## config.mk

```make
export PLATFORM = sky130hd
export DESIGN_NAME = uart_apb_tx_scheduler_flat
export DESIGN_NICKNAME = d
export VERILOG_FILES = /design/src/rtl/uart_apb_tx_scheduler_if.sv /design/src/rtl/uart_apb_tx_scheduler.sv /design/src/flat_wrapper.sv
export SDC_FILE = /design/constraint.sdc
export NUM_CORES = 1
export LEC_CHECK = 0
export ABC_CLOCK_PERIOD_IN_PS = 2450
export CORE_MARGIN = 2
export CORE_UTILIZATION = 39
export CTS_BUF_LIST = sky130_fd_sc_hd__clkbuf_8 sky130_fd_sc_hd__clkbuf_16
export DETAILED_ROUTE_END_ITERATION = 10
export GPL_TIMING_DRIVEN = 0
export PLACE_DENSITY_LB_ADDON = 0.2
export SETUP_SLACK_MARGIN = 0.1
export SLEW_MARGIN = 20
export SYNTH_ARGS = -nofsm -noshare
export SYNTH_HDL_FRONTEND = slang
export SYNTH_SLANG_ARGS = --single-unit
```

## constraint.sdc

```tcl
create_clock -name PCLK -period 2.45 [get_ports PCLK]
set_input_delay 0.49 -clock PCLK [delete_from_list [all_inputs] [get_ports PCLK]]
set_output_delay 0.49 -clock PCLK [all_outputs]
set_load 0.01 [all_outputs]
```

## src/rtl/uart_apb_tx_scheduler_if.sv

```systemverilog
// uart_apb_tx_scheduler_if: requester handshake plus the APB master bus of the scheduler.
interface uart_apb_tx_scheduler_if #(parameter int N = 2);
  logic [N-1:0]   req_valid;
  logic [8*N-1:0] req_data;
  logic [N-1:0]   req_ready;
  logic           rsp_valid;
  logic [1:0]     rsp_id;
  logic [7:0]     rsp_data;
  logic           rsp_err;
  logic           busy;
  logic [31:0]    m_paddr;
  logic           m_psel;
  logic           m_penable;
  logic           m_pwrite;
  logic [31:0]    m_pwdata;
  logic [31:0]    m_prdata;
  logic           m_pready;
  modport master (
    input  req_valid, req_data, m_prdata, m_pready,
    output req_ready, rsp_valid, rsp_id, rsp_data, rsp_err, busy,
           m_paddr, m_psel, m_penable, m_pwrite, m_pwdata
  );
  modport slave (
    output req_valid, req_data, m_prdata, m_pready,
    input  req_ready, rsp_valid, rsp_id, rsp_data, rsp_err, busy,
           m_paddr, m_psel, m_penable, m_pwrite, m_pwdata
  );
endinterface

```

## src/rtl/uart_apb_tx_scheduler.sv

```systemverilog
// uart_apb_tx_scheduler: round-robin sharing of the APB UART loopback block among N byte producers.
module uart_apb_tx_scheduler #(
  parameter int N          = 2,
  parameter int POLL_LIMIT = 4096
) (
  input logic                        PCLK,
  input logic                        PRESETn,
  uart_apb_tx_scheduler_if.master    bus
);
  localparam int CW = $clog2(POLL_LIMIT);
  typedef enum logic [3:0] {
    INIT, IDLE, WR_DATA, WR_GO, POLL_TX, WR_STOP, POLL_RX, RD_RX, RESP, REC_RST, REC_EN
  } state_t;
  state_t        r_state, w_state;
  logic          r_psel, r_pen, w_psel, w_pen;
  logic [CW-1:0] r_cnt;
  logic [1:0]    r_last, r_id, w_gnt, w_gnt_hi, w_gnt_lo;
  logic [7:0]    r_byte, r_data, w_byte;
  logic          r_err, w_any_hi, w_grant, w_done, w_poll_last, w_wr;
  logic [1:0]    w_addr;
  logic [31:0]   w_wdata;
  // Prefer the lowest requester above the last grant, else wrap to the lowest one overall.
  always_comb begin
    w_gnt_hi = '0;
    w_gnt_lo = '0;
    w_any_hi = 1'b0;
    w_byte   = '0;
    for (int i = N - 1; i >= 0; i--) begin
      if (bus.req_valid[i]) w_gnt_lo = 2'(i);
      if (bus.req_valid[i] && i > int'(r_last)) begin
        w_gnt_hi = 2'(i);
        w_any_hi = 1'b1;
      end
    end
    w_gnt = w_any_hi ? w_gnt_hi : w_gnt_lo;
    for (int i = 0; i < N; i++) if (w_gnt == 2'(i)) w_byte = bus.req_data[8*i +: 8];
  end
  assign w_grant     = (r_state == IDLE) && |bus.req_valid;
  assign w_done      = r_psel & r_pen & bus.m_pready;
  assign w_poll_last = r_cnt == CW'(POLL_LIMIT - 1);
  always_comb begin
    w_state = r_state;
    case (r_state)
      INIT:    w_state = w_done ? IDLE : INIT;
      IDLE:    w_state = w_grant ? WR_DATA : IDLE;
      WR_DATA: w_state = w_done ? WR_GO : WR_DATA;
      WR_GO:   w_state = w_done ? POLL_TX : WR_GO;
      POLL_TX: w_state = !w_done ? POLL_TX : bus.m_prdata[1] ? WR_STOP : w_poll_last ? REC_RST : POLL_TX;
      WR_STOP: w_state = w_done ? POLL_RX : WR_STOP;
      POLL_RX: w_state = !w_done ? POLL_RX : bus.m_prdata[3] ? RD_RX : w_poll_last ? REC_RST : POLL_RX;
      RD_RX:   w_state = w_done ? RESP : RD_RX;
      REC_RST: w_state = w_done ? REC_EN : REC_RST;
      REC_EN:  w_state = w_done ? RESP : REC_EN;
      RESP:    w_state = IDLE;
      default: w_state = INIT;
    endcase
  end
  // A finished op flows straight into the next op's SETUP, so penable never stays high across ops.
  assign w_pen  = r_psel & (~r_pen | ~bus.m_pready);
  assign w_psel = (r_psel & ~w_done) | ~(w_state == IDLE || w_state == RESP);
  always_comb begin
    w_addr  = 2'd0;
    w_wr    = 1'b1;
    w_wdata = 32'h4;
    case (r_state)
      WR_DATA: begin
        w_addr  = 2'd2;
        w_wdata = {24'b0, r_byte};
      end
      WR_GO:   w_wdata = 32'h5;
      REC_RST: w_wdata = 32'hF;
      POLL_TX, POLL_RX: begin
        w_addr = 2'd1;
        w_wr   = 1'b0;
      end
      RD_RX: begin
        w_addr = 2'd3;
        w_wr   = 1'b0;
      end
      default: w_wdata = 32'h4;
    endcase
  end
  always_ff @(posedge PCLK or negedge PRESETn) begin
    if (!PRESETn) begin
      r_state <= INIT;
      r_psel  <= 1'b0;
      r_pen   <= 1'b0;
      r_cnt   <= '0;
      r_last  <= 2'(N - 1);
      r_id    <= '0;
      r_byte  <= '0;
      r_data  <= '0;
      r_err   <= 1'b0;
    end else begin
      r_state <= w_state;
      r_psel  <= w_psel;
      r_pen   <= w_pen;
      r_cnt   <= (w_state != r_state) ? '0 : w_done ? r_cnt + CW'(1) : r_cnt;
      if (w_grant) begin
        r_last <= w_gnt;
        r_id   <= w_gnt;
        r_byte <= w_byte;
      end
      if (r_state == POLL_RX && w_done && bus.m_prdata[3]) r_err <= bus.m_prdata[4];
      if (r_state == RD_RX && w_done) r_data <= bus.m_prdata[7:0];
      if (w_state == REC_RST && r_state != REC_RST) begin
        r_err  <= 1'b1;
        r_data <= '0;
      end
    end
  end
  assign bus.req_ready = w_grant ? N'(1) << w_gnt : '0;
  assign bus.rsp_valid = r_state == RESP;
  assign bus.rsp_id    = r_id;
  assign bus.rsp_data  = r_data;
  assign bus.rsp_err   = r_err;
  assign bus.busy      = r_state != IDLE;
  assign bus.m_psel    = r_psel;
  assign bus.m_penable = r_pen;
  assign bus.m_paddr   = r_psel ? {30'b0, w_addr} : '0;
  assign bus.m_pwrite  = r_psel & w_wr;
  assign bus.m_pwdata  = (r_psel && w_wr) ? w_wdata : '0;
endmodule
```

## src/flat_wrapper.sv

```systemverilog
// flat-port wrapper written by rule: the top's interface ports become plain ports
module uart_apb_tx_scheduler_flat 
#(
  parameter int N          = 2,
  parameter int POLL_LIMIT = 4096
)
  (PCLK, PRESETn, bus_req_valid, bus_req_data, bus_m_prdata, bus_m_pready, bus_req_ready, bus_rsp_valid, bus_rsp_id, bus_rsp_data, bus_rsp_err, bus_busy, bus_m_paddr, bus_m_psel, bus_m_penable, bus_m_pwrite, bus_m_pwdata);
  uart_apb_tx_scheduler_if #(.N(N)) bus_i ();
  input logic PCLK;
  input logic PRESETn;
  input wire logic [$bits(bus_i.req_valid)-1:0] bus_req_valid;
  input wire logic [$bits(bus_i.req_data)-1:0] bus_req_data;
  input wire logic [$bits(bus_i.m_prdata)-1:0] bus_m_prdata;
  input wire logic [$bits(bus_i.m_pready)-1:0] bus_m_pready;
  output wire logic [$bits(bus_i.req_ready)-1:0] bus_req_ready;
  output wire logic [$bits(bus_i.rsp_valid)-1:0] bus_rsp_valid;
  output wire logic [$bits(bus_i.rsp_id)-1:0] bus_rsp_id;
  output wire logic [$bits(bus_i.rsp_data)-1:0] bus_rsp_data;
  output wire logic [$bits(bus_i.rsp_err)-1:0] bus_rsp_err;
  output wire logic [$bits(bus_i.busy)-1:0] bus_busy;
  output wire logic [$bits(bus_i.m_paddr)-1:0] bus_m_paddr;
  output wire logic [$bits(bus_i.m_psel)-1:0] bus_m_psel;
  output wire logic [$bits(bus_i.m_penable)-1:0] bus_m_penable;
  output wire logic [$bits(bus_i.m_pwrite)-1:0] bus_m_pwrite;
  output wire logic [$bits(bus_i.m_pwdata)-1:0] bus_m_pwdata;
  assign bus_i.req_valid = bus_req_valid;
  assign bus_i.req_data = bus_req_data;
  assign bus_i.m_prdata = bus_m_prdata;
  assign bus_i.m_pready = bus_m_pready;
  assign bus_req_ready = bus_i.req_ready;
  assign bus_rsp_valid = bus_i.rsp_valid;
  assign bus_rsp_id = bus_i.rsp_id;
  assign bus_rsp_data = bus_i.rsp_data;
  assign bus_rsp_err = bus_i.rsp_err;
  assign bus_busy = bus_i.busy;
  assign bus_m_paddr = bus_i.m_paddr;
  assign bus_m_psel = bus_i.m_psel;
  assign bus_m_penable = bus_i.m_penable;
  assign bus_m_pwrite = bus_i.m_pwrite;
  assign bus_m_pwdata = bus_i.m_pwdata;
  uart_apb_tx_scheduler #(.N(N), .POLL_LIMIT(POLL_LIMIT)) u_core (.PCLK(PCLK), .PRESETn(PRESETn), .bus(bus_i));
endmodule
```

==> summary.md <==
| Metric | Value |
|---|---|
| Outcome | complete, no violations |
| H-tree levels | 2 |
| Reg power frac | 29.1% |
| WL/cell | 12.3 um |
| Post-route ant nets | 0 |
| First DRT Iteration DRCs | 64 |
| Seq/Total Area, Yosys | 38.2% |
| Largest net degree at the start of global routing | 32 |
| Comb power frac | 54.4% |
| Clk buf depth | 2 |
| Crit path from | u_core.r_state[1] |
| Post-layout minimum cycle time | 2300 ps |
| Cell Area, Placed | 3290 sq um |
| Clk pwr share | 16.5% |
| Post-CTS Hold Fix Bufs | 0 |
| Die width | 82.9 um |
| Rel. slew slack | 67.2% |
| Fin util | 59.4% |
| Number of max-cap violations | 0 |
| Endpoints failing setup | 0 |
| Max Transition Viols Final | 0 |
| Detailed placer's ending HPWL | 4360 um |
| Final TNS setup | 0 ps |
| Setup crit end kind | primary output |
| Max Clock Skew | 8.32 ps |
| Switching power | 1.26 mW |
| PD cells | 937 nW/um^2 |
| Synth top area cells | dfrtp_1, buf_4, nand2_1 |
| Grt ovf | 0 |
| Hold Vio Cnt, Final | 0 |
| Post-synthesis register bit count | 37 |
| Total track usage | 16.9% |
| Clk_lat worst skew | 290 ps |
| DRC Markers | 0 |
| Syn Area/Cell | 8.64 sq um |
| RSZ-0062 raised after global routing | true |
| Via count | 2209 |
| Hold Path Class | in -> async |
| First-pass GRT wire length | 9730 um |
| Post-synth ARST share | 100% |
| Vias/cell | 4.58 |
| Crit Path Category | reg -> out |
| Syn-to-layout area delta | 45.7% |
| Post-synth EDFFs | 0 |
| Sw frac | 37.9% |
| Core box area | 5960 sq um |
| Design Power | 3.31 mW |
| Drt first pass iters | 4 |
| GP Congestion | 0.858 |
| Die area | 6870 sq um |
| Predominant post-synthesis flop cell | dfrtp_1 |
| Layout cell share with drive strength beyond 1 | 26.0% |
| Post-Layout Inst Area | 3540 sq um |
| Critical Path RT | 1960 ps |
| Top-count cell post-synth | buf_4 |
| Worst-margin pin slew | 485 ps |
| Synth cell count leaders | buf_4, dfrtp_1, nand2_1, nor2_1, inv_1 |
| Fin nets | 460 |
| Clk sink count | 37 |
| CTS buffer count | 5 |
| Critical Path Start Type | flop |
| Final Cycle Share | 93.9% |
| Starting density of the core | 40.8% |
| Pleak | 1.81 nW |
| # diodes | 0 |
| CTS root buffer | clkbuf_8 |
| Mapped Cells | 281 |
| Arr. time, crit path | 1810 ps |
| Synth Cell Area | 2430 sq um |
| Ys Warns | 0 |
| Port bufs | 55 |
| Initial antenna violation count | 0 |
| DRT Wirelength | 5950 um |
| CTS tree | built |
| # IOs | 135 |
| Worst-path clk slew | 70 ps |
| F_max | 435 MHz |
| Die H | 82.9 um |
| Critical R2R Launch | u_core.r_cnt[0] |
| Crit path max fanout | 10 |
| Max VDD drop | 0.000538 V |
| Vias in the first global route | 2155 |
| Synth unique cells | 46 |
| Largest area contributor in the netlist | dfrtp_1 |
| Post-synth top area share | 37.1% |
| Row Count | 28 |
| Cell-internal power | 2.06 mW |
[area by class of cell]
cell class	instances	area [sq um]
multi-input cells	216	1230
well taps	75	93.8
flip-flops and latches	37	931
repair buffers	64	608
fillers	548	2420
plain buffers	67	502
inverters	15	56.3
clock inverters	2	33.8
clock buffers	6	82.6
[metal layers]
layer / GRT usage, % / wire, um / vias to the layer above
met5: 0 / 0 / -
met4: 4.62 / 69 / 0
met3: 5.07 / 417 / 8
met2: 30.9 / 3190 / 73
met1: 19.0 / 2280 / 1037
li1: - / - / 1091
[timing repair]
action                     in CTS  in global routing
pin swaps                       7                  3
buffers inserted                5                  3
setup endpoints to repair      26                 19
gates resized for setup        35                 17
[power groups by stage]
stage | Clock [mW] | Sequential (mW) | Combinational (mW)
floorplan | 0 | 0.971 | 1.03
finish | 0.545 | 0.964 | 1.80
CTS | 0.557 | 0.961 | 1.75
global placement | 0 | 0.956 | 1.68
global route | 0.583 | 0.987 | 1.98
detailed placement | 0 | 0.965 | 1.71
[placed cells by master (no fill, tap or decap), types with 3 or more instances in the layout]
| cell type | netlist | layout |
|---|---|---|
| buf_4 | 56 | 68 |
| clkbuf_8 | 0 | 6 |
| clkdlybuf4s50_1 | 0 | 40 |
| mux2i_1 | 4 | 4 |
| nand2_1 | 29 | 29 |
| conb_1 | 1 | 55 |
| clkbuf_2 | 0 | 3 |
| a21oi_1 | 14 | 14 |
| nor2b_1 | 5 | 4 |
| nor2_1 | 25 | 22 |
| dlygate4sd2_1 | 0 | 7 |
| dfrtp_1 | 36 | 33 |
| nand2b_1 | 6 | 5 |
| xnor2_1 | 9 | 9 |
| inv_1 | 15 | 15 |
| o21ai_0 | 5 | 5 |
| nor3_1 | 5 | 4 |
| a222oi_1 | 8 | 8 |
| nand3_1 | 6 | 5 |
| nand4_1 | 8 | 8 |
| xor2_1 | 5 | 5 |
| dfrtp_2 | 0 | 3 |
| and3_1 | 4 | 4 |
| buf_2 | 4 | 3 |
[sequential cells by signal (all words and copies together), names as in the netlist]
register              flops
u_core.bus.m_psel         1
u_core.bus.m_penable      1
u_core.r_cnt             12
u_core.r_state            4
u_core.bus.rsp_err        1
u_core.bus.rsp_data       8
u_core.bus.rsp_id         1
u_core.r_last             1
u_core.r_byte             8
[metrics by stage]
stage,std cells,hold slack (ps),worst slack (ps)
5_1_grt,482,36.5,39.5
3_3_place_gp,465,470,-453
4_1_cts,479,35.5,67.2
3_5_place_dp,466,348,-463
2_1_floorplan,335,194,395
6_report,482,34.6,151
[final timing paths]
kind	to	cells past startpoint	slack (ps)
worst min-delay path	u_core.r_cnt[3]	1	30
worst min register to register	u_core.bus.rsp_id[0]	1	500
worst max register to register	u_core.r_cnt[9]	8	300
min in group PCLK	u_core.bus.rsp_id[0]	1	500
max in group asynchronous	u_core.r_last[0]	2	1930
worst max-delay path	bus_req_ready[1]	7	150
[logic make-up after synthesis]
group | Yosys count | synth area share (%)
XOR/XNOR | 14 | 5.05
AND/OR/NAND/NOR | 99 | 19.9
buffers and inverters | 82 | 22.2
other | 1 | 0.154
AO/OA/AOI/OAI | 43 | 12.3
flip-flops | 37 | 38.2
adder cells (fa/ha/maj) | 1 | 0.515
multiplexers | 4 | 1.65
[worst max-delay path, stage by stage, from the launching register on]
cell and delay [ps]:
dfrtp_1 370, buf_4 170, nand2b_4 170, nor3_4 140, inv_2 70, a211oi_2 220, buf_4 160, clkdlybuf4s15_2 210
Note: power is estimated with default switching activity, not from simulation.
